[src/rtl/maccum_mode_scheduler_pkg.sv]
// Shared TRAIN/TEST mode encoding and scheduler FSM state encoding for maccum_mode_scheduler.
package maccum_mode_scheduler_pkg;

    typedef enum logic {
        MODE_TEST  = 1'b0,
        MODE_TRAIN = 1'b1
    } mode_t;

    typedef enum logic [1:0] {
        IDLE      = 2'd0,
        SWITCH    = 2'd1,
        RUN_TRAIN = 2'd2,
        RUN_TEST  = 2'd3
    } state_t;

    function automatic mode_t flip_mode(input mode_t m);
        return (m == MODE_TRAIN) ? MODE_TEST : MODE_TRAIN;
    endfunction

    function automatic state_t run_state(input mode_t m);
        return (m == MODE_TRAIN) ? RUN_TRAIN : RUN_TEST;
    endfunction

endpackage

[src/rtl/maccum_mode_scheduler_inflight_counter.sv]
// Up/down count of tokens inside the maccum stage, with full/empty flags
// and a sticky underflow error when a retire is seen with nothing in flight.
module maccum_inflight_counter #(
    parameter int DEPTH = 8,
    parameter int CW    = $clog2(DEPTH + 1)
) (
    input  logic          clk,
    input  logic          rst_n,
    input  logic          issue,
    input  logic          retire,
    output logic [CW-1:0] count,
    output logic          full,
    output logic          empty,
    output logic          error
);

    localparam logic [CW-1:0] DEPTH_C = CW'(DEPTH);
    localparam logic [CW-1:0] ONE_C   = CW'(1);

    assign full  = (count == DEPTH_C);
    assign empty = (count == '0);

    always_ff @(posedge clk or negedge rst_n) begin
        if (!rst_n) begin
            count <= '0;
            error <= 1'b0;
        end else begin
            if (issue && !retire) begin
                count <= count + ONE_C;
            end else if (retire && !issue && !empty) begin
                count <= count - ONE_C;
            end
            if (retire && empty) begin
                error <= 1'b1;
            end
        end
    end

endmodule

[src/rtl/maccum_mode_scheduler.sv]
// Arbitrates TRAIN/TEST state requesters onto one forward maccum, switching mode only when drained.
// Optional performance counters: define MACCUM_MODE_SCHEDULER_PERF_EN.
module maccum_mode_scheduler
    import maccum_mode_scheduler_pkg::*;
#(
    parameter int NP     = 7,
    parameter int WF     = 5,
    parameter int DEPTH  = 8,
    parameter int MAXRUN = 16
) (
    input  logic             iCLK,
    input  logic             iRST,
    input  logic             iValid_AS_Train,
    output logic             oReady_AS_Train,
    input  logic [NP*WF-1:0] iData_AS_Train,
    input  logic             iValid_AS_Test,
    output logic             oReady_AS_Test,
    input  logic [NP*WF-1:0] iData_AS_Test,
    output logic             oValid_BM_State,
    input  logic             iReady_BM_State,
    output logic [NP*WF-1:0] oData_BM_State,
    output logic             oMode,
    input  logic             iValid_MON_Accum,
    input  logic             iReady_MON_Accum,
    output logic             oBusy,
    output logic             oError
`ifdef MACCUM_MODE_SCHEDULER_PERF_EN
    ,
    output logic [31:0]      oCnt_Train,
    output logic [31:0]      oCnt_Test,
    output logic [15:0]      oCnt_Switch
`endif
);

    localparam int CW = $clog2(DEPTH + 1);
    localparam int RW = $clog2(MAXRUN + 1);
    localparam logic [RW-1:0] RUN_MAX = RW'(MAXRUN);
    localparam logic [CW-1:0] ONE_C   = CW'(1);

    state_t        state, state_next;
    mode_t         mode, mode_next;
    mode_t         last, last_next;
    mode_t         serving, want;
    logic [RW-1:0] runcnt, run_next;
    logic [CW-1:0] inflight;
    logic          full, empty;
    logic          issue, retire, drained;
    logic          mine_valid, other_valid;

    assign issue   = oValid_BM_State & iReady_BM_State;
    assign retire  = iValid_MON_Accum & iReady_MON_Accum;
    // A retire in the current cycle lets SWITCH leave one cycle earlier.
    assign drained = empty | ((inflight == ONE_C) & retire);

    maccum_inflight_counter #(
        .DEPTH (DEPTH)
    ) u_inflight (
        .clk    (iCLK),
        .rst_n  (iRST),
        .issue  (issue),
        .retire (retire),
        .count  (inflight),
        .full   (full),
        .empty  (empty),
        .error  (oError)
    );

    assign serving     = (state == RUN_TRAIN) ? MODE_TRAIN : MODE_TEST;
    assign mine_valid  = (serving == MODE_TRAIN) ? iValid_AS_Train : iValid_AS_Test;
    assign other_valid = (serving == MODE_TRAIN) ? iValid_AS_Test : iValid_AS_Train;
    assign want        = (iValid_AS_Train && iValid_AS_Test) ? flip_mode(last)
                       : (iValid_AS_Train ? MODE_TRAIN : MODE_TEST);

    always_ff @(posedge iCLK or negedge iRST) begin
        if (!iRST) begin
            state  <= IDLE;
            mode   <= MODE_TEST;
            last   <= MODE_TRAIN;
            runcnt <= '0;
        end else begin
            state  <= state_next;
            mode   <= mode_next;
            last   <= last_next;
            runcnt <= run_next;
        end
    end

    always_comb begin
        state_next = state;
        mode_next  = mode;
        last_next  = last;
        run_next   = runcnt;
        unique case (state)
            IDLE: begin
                run_next = '0;
                if (iValid_AS_Train || iValid_AS_Test) begin
                    state_next = (want == mode) ? run_state(want) : SWITCH;
                end
            end
            SWITCH: begin
                if (drained) begin
                    mode_next  = flip_mode(mode);
                    state_next = run_state(flip_mode(mode));
                end
            end
            RUN_TRAIN, RUN_TEST: begin
                if (issue) begin
                    last_next = serving;
                    if (runcnt != RUN_MAX) begin
                        run_next = runcnt + RW'(1);
                    end
                end
                if (other_valid && (!mine_valid || run_next == RUN_MAX)) begin
                    state_next = IDLE;
                end
            end
            default: state_next = IDLE;
        endcase
    end

    always_comb begin
        oValid_BM_State = 1'b0;
        oReady_AS_Train = 1'b0;
        oReady_AS_Test  = 1'b0;
        oData_BM_State  = '0;
        unique case (state)
            RUN_TRAIN: begin
                oValid_BM_State = iValid_AS_Train & ~full;
                oReady_AS_Train = iReady_BM_State & ~full;
                oData_BM_State  = iData_AS_Train;
            end
            RUN_TEST: begin
                oValid_BM_State = iValid_AS_Test & ~full;
                oReady_AS_Test  = iReady_BM_State & ~full;
                oData_BM_State  = iData_AS_Test;
            end
            default: ;
        endcase
    end

    assign oMode = mode;
    assign oBusy = ~empty | (state != IDLE);

`ifdef MACCUM_MODE_SCHEDULER_PERF_EN
    always_ff @(posedge iCLK or negedge iRST) begin
        if (!iRST) begin
            oCnt_Train  <= '0;
            oCnt_Test   <= '0;
            oCnt_Switch <= '0;
        end else begin
            if (issue && state == RUN_TRAIN) oCnt_Train <= oCnt_Train + 32'd1;
            if (issue && state == RUN_TEST)  oCnt_Test  <= oCnt_Test + 32'd1;
            if (state == SWITCH && state_next != SWITCH && oCnt_Switch != '1) begin
                oCnt_Switch <= oCnt_Switch + 16'd1;
            end
        end
    end
`endif

endmodule

[config.mk]
export PLATFORM = sky130hd
export DESIGN_NAME = maccum_mode_scheduler
export DESIGN_NICKNAME = d
export VERILOG_FILES = /design/src/rtl/maccum_mode_scheduler_pkg.sv /design/src/rtl/maccum_mode_scheduler_inflight_counter.sv /design/src/rtl/maccum_mode_scheduler.sv
export SDC_FILE = /design/constraint.sdc
export NUM_CORES = 1
export LEC_CHECK = 0
export ABC_AREA = 1
export CORE_MARGIN = 5
export CORE_UTILIZATION = 37
export CTS_BUF_LIST = sky130_fd_sc_hd__clkbuf_2
export CTS_CLUSTER_SIZE = 25
export DETAILED_ROUTE_END_ITERATION = 6
export MAX_ROUTING_LAYER = met4
export PLACE_DENSITY = 0.89
export SYNTH_ARGS = -nofsm -noshare
export SYNTH_HDL_FRONTEND = slang
export SYNTH_SLANG_ARGS = --single-unit
[constraint.sdc]
create_clock -name iCLK -period 3.95 [get_ports iCLK]
set_clock_uncertainty 0.2 [all_clocks]
set_input_delay 0.5925 -clock iCLK [delete_from_list [all_inputs] [get_ports iCLK]]
set_output_delay 0.5925 -clock iCLK [all_outputs]
set_load 0.02 [all_outputs]
==> results.txt <==
The final worst-path setup slack is 0.789 ns, and the x dimension of the die is 73.6 um. The proportion of power drawn by combinational gates was 0.783. The global placement routability congestion came out at 0.963. For the post-detailed-routing wire length, the log shows 5640 um. OpenSTA, run right after detailed placement, puts the worst setup slack at 0.984 ns.

The deepest clock path buffer count is 2, and the post-route minimum period is 3.16 ns. For the design area, the log shows 2720 um^2. Max-cap violations in this run came to 0.

In this design, the critical path's most frequently occurring cell is nand2_1. The tools report the count of cells resized by post-cts repair as 0. In this run the most used layer during global routing was met2. Setup repair after global routing left no endpoint under its margin.

For the number of placement rows, the log shows 23. The signal on the critical path passes through nor2_2, buf_4, nand2_1, nand2_1, clkdlybuf4s50_1. In the synthesized netlist the dominant register cell turns out to be dfrtp_1. The met2 usage in global routing came out at 0.364. The fraction of synthesis flops using an asynchronous set or reset pin came out at 1.00. The end-of-flow core utilization was 0.684. Cell internal power was estimated by the tool at 0.758 mW. The floorplan step set the die height to 73.6 um.

Dividing the detail-routed wire length by the instance count gives 13.4 um. The area added between synthesis and finish is 81.3%, and the net switching power figure is 0.835 mW. The number of global-route vias before repair is 1925. The logs give 8820 um for the wire length of the first global-routing pass and 0 ns for the total negative slack for setup checks.

The depth of the CTS H-tree is 1. The placed cell area is 2700 um^2. The layout cell share with drive strength beyond 1 is 0.0405, and the number of design rule violations left after detail routing is 0. The share of power burned in registers came out at 0.170.

STA classifies the critical path endpoint as an output pin. The critical path's slowest cell was dfrtp_1. By area the synthesized netlist is led by nand2_1 28%, dfrtp_1 22%, nand3_1 17%, ha_1 5.0%, inv_1 5.0%. The portion of synthesized cell area occupied by the leading cell type is 0.276, and the met3 routing resource usage after global routing is 0.0451. The signal arrival time at the worst endpoint was 2.37 ns.

In this run the tool buffered the top-level ports with 117 buffer cells. The slew at the pin closest to its max-slew limit works out to 0.634 ns. Power comes to 1.59 mW.

The clock-pin transition on the worst setup and hold timing paths came out at 0.15 ns. The switching fraction of total power is 0.524, and the clock buffer count from CTS is 3. Across all layers, the routed design uses 2048 vias. The tools report the number of max-slew violations in the final report as 0.

Length of the first detailed-routing pass in iterations: 4. Across all hold checks on the routed design, the worst slack comes to 0.289 ns. The critical path's largest stage delay came out at 0.64 ns. CTS saw 14 sinks. For this run, the number of Yosys warnings is 0. The critical path depth in cells is 5.

Together, buffers and inverters on the worst path number 2. Summing all multi-input logic gate instances after layout gives 1010 um^2. The number of antenna violations at the first check in global routing was 0; the post-synthesis sequential element count was 14. Counting cells, the worst reg-to-reg path comes to 16. The synthesized design contains 0 enable-type register cells. The later pin in the worst-skew pair is clocked with a latency of 0.29 ns. For this design the top-level I/O count stands at 118. The number of endpoints with negative hold slack in the final report is 0, and the leakage power of the design is 1.30 nW. The region available for standard cell placement spans 3970 um^2.

Once the clock tree was built, the setup fixing pass inserted 0 buffers. The cell sitting at the root of the clock tree is a clkbuf_2. The final layout contains 454 nets. Setup violations remaining at the end of the flow were counted as 0.

The power share of the clock group is 0.047, and the sequential cell area is 352 um^2. The hold buffer count at cts was 0. The run gives 0 as the number of antenna diodes. Summed over all nets, the half-perimeter wirelength after detailed placement is 4460 um.

The initial core utilization is 0.377, and the remaining antenna violation count after routing is 0. The fraction of met1 tracks used by global routing was 0.231; the achievable frequency was 0.316 GHz. Along the worst path, the maximum fanout reaches 35. The tools report the number of nets in the synthesized netlist as 343.

The critical path is of the flip-flop to output pin type. The number of placed instances, taps included, is 416. The path class of the tightest hold or removal check is flip-flop to flip-flop. The average instance in the mapped netlist occupies 5.76 um^2. Broken down by cell family, the worst path's largest delay share belongs to buffers and inverters.

The overall fraction of global-route tracks in use came out at 0.207. After the first detailed-routing iteration, the DRC count stood at 99. The synthesized netlist contains 25 unique library cells. The relative slew slack is 0.576.

The depth of the worst hold-timing path works out to 1. The required time of the critical path came out at 3.16 ns. The tools report the fill cell instance count of the final layout as 360.

The share of the clock period used by the worst path works out to 0.800. Excluding fillers, the count of instances in the completed layout stands at 420. The maximum vdd drop was 0.000419 V; the power density over the cells was 587 nW/um^2. The largest total area in the synthesized netlist belongs to nand2_1.

The remaining global-route overflow was 0; the largest net degree at the start of global routing was 46. Dividing the detail-routed via count by the number of cells gives 4.88. The tools report the area of the die as 5420 um^2.

The sequential share of the synthesized area came out at 0.235. The flow ran to the end, and the final reports show no timing, DRC or antenna violations. The tools report the netlist area before placement as 1500 um^2. TritonCTS built the clock tree. The cell count after synthesis came out at 260. The worst setup path is launched from a flip-flop.
==> area by class of cell <==
cell class | instances | share of cell area
timing repair buffer | 120 | 0.440
multi-input combinational | 212 | 0.373
sequential | 14 | 0.129
inverter | 20 | 0.0276
tap | 50 | 0.0230
clock buffer | 4 | 0.00737
==> layout by cell type (no fill, tap or decap), drive strengths merged, types with 2 or more instances in the layout <==
master,instances
xor2,6
nor2,13
o21ai,11
a21oi,3
clkdlybuf4s50,117
nand2,113
ha,6
dfrtp,13
inv,20
clkbuf,4
buf,3
nand3,52
nand4,2
==> per-layer routing <==
metal | part of all wire | routed length (um)
met1 | 0.39 | 2200
met2 | 0.52 | 2930
met3 | 0.073 | 414
met4 | 0.018 | 103
met5 | 0 | 0
==> sequential cells by signal, summed over array words and instances, names as in the netlist <==
name              cells
state                 2
runcnt                5
u_inflight.error      1
oMode                 1
u_inflight.count      4
last                  1
==> cell usage after synthesis, types with 2 or more instances <==
cell type	count
inv_1	20
o21ai_0	11
xor2_1	6
nand3_1	51
nor2_1	11
buf_2	4
dfrtp_1	13
nand2_2	3
clkbuf_1	4
nand2_1	110
buf_1	5
a21oi_1	3
ha_1	6
nand4_1	2
==> kinds of logic after synthesis <==
| logic type | share of synthesized area |
|---|---|
| AOI/OAI and AO/OA | 0.0668 |
| xor gates and xnor gates | 0.0409 |
| adders and majority gates | 0.0501 |
| buffers and inverters | 0.0911 |
| DFF | 0.235 |
| and+or+nand+nor | 0.516 |
==> final timing paths <==
kind                       slack (ns)                 end        startpoint
max in group asynchronous        2.65               oMode              iRST
max                              0.79  oData_BM_State[21]          state[0]
min                              0.29    u_inflight.error  u_inflight.error
min in group asynchronous        0.47            state[0]              iRST
min reg2reg                      0.29    u_inflight.error  u_inflight.error
max reg2reg                      1.71            state[0]          state[1]
==> power by group through the flow <==
stage | Combinational, mW | Clock, mW | Sequential (mW)
2_1_floorplan | 0.744 | 0 | 0.254
3_3_place_gp | 1.23 | 0 | 0.269
5_1_grt | 1.36 | 0.0829 | 0.280
6_report | 1.25 | 0.0747 | 0.271
4_1_cts | 1.26 | 0.0761 | 0.269
3_5_place_dp | 1.25 | 0 | 0.271
No activity file was read; power rests on OpenSTA's default activity.
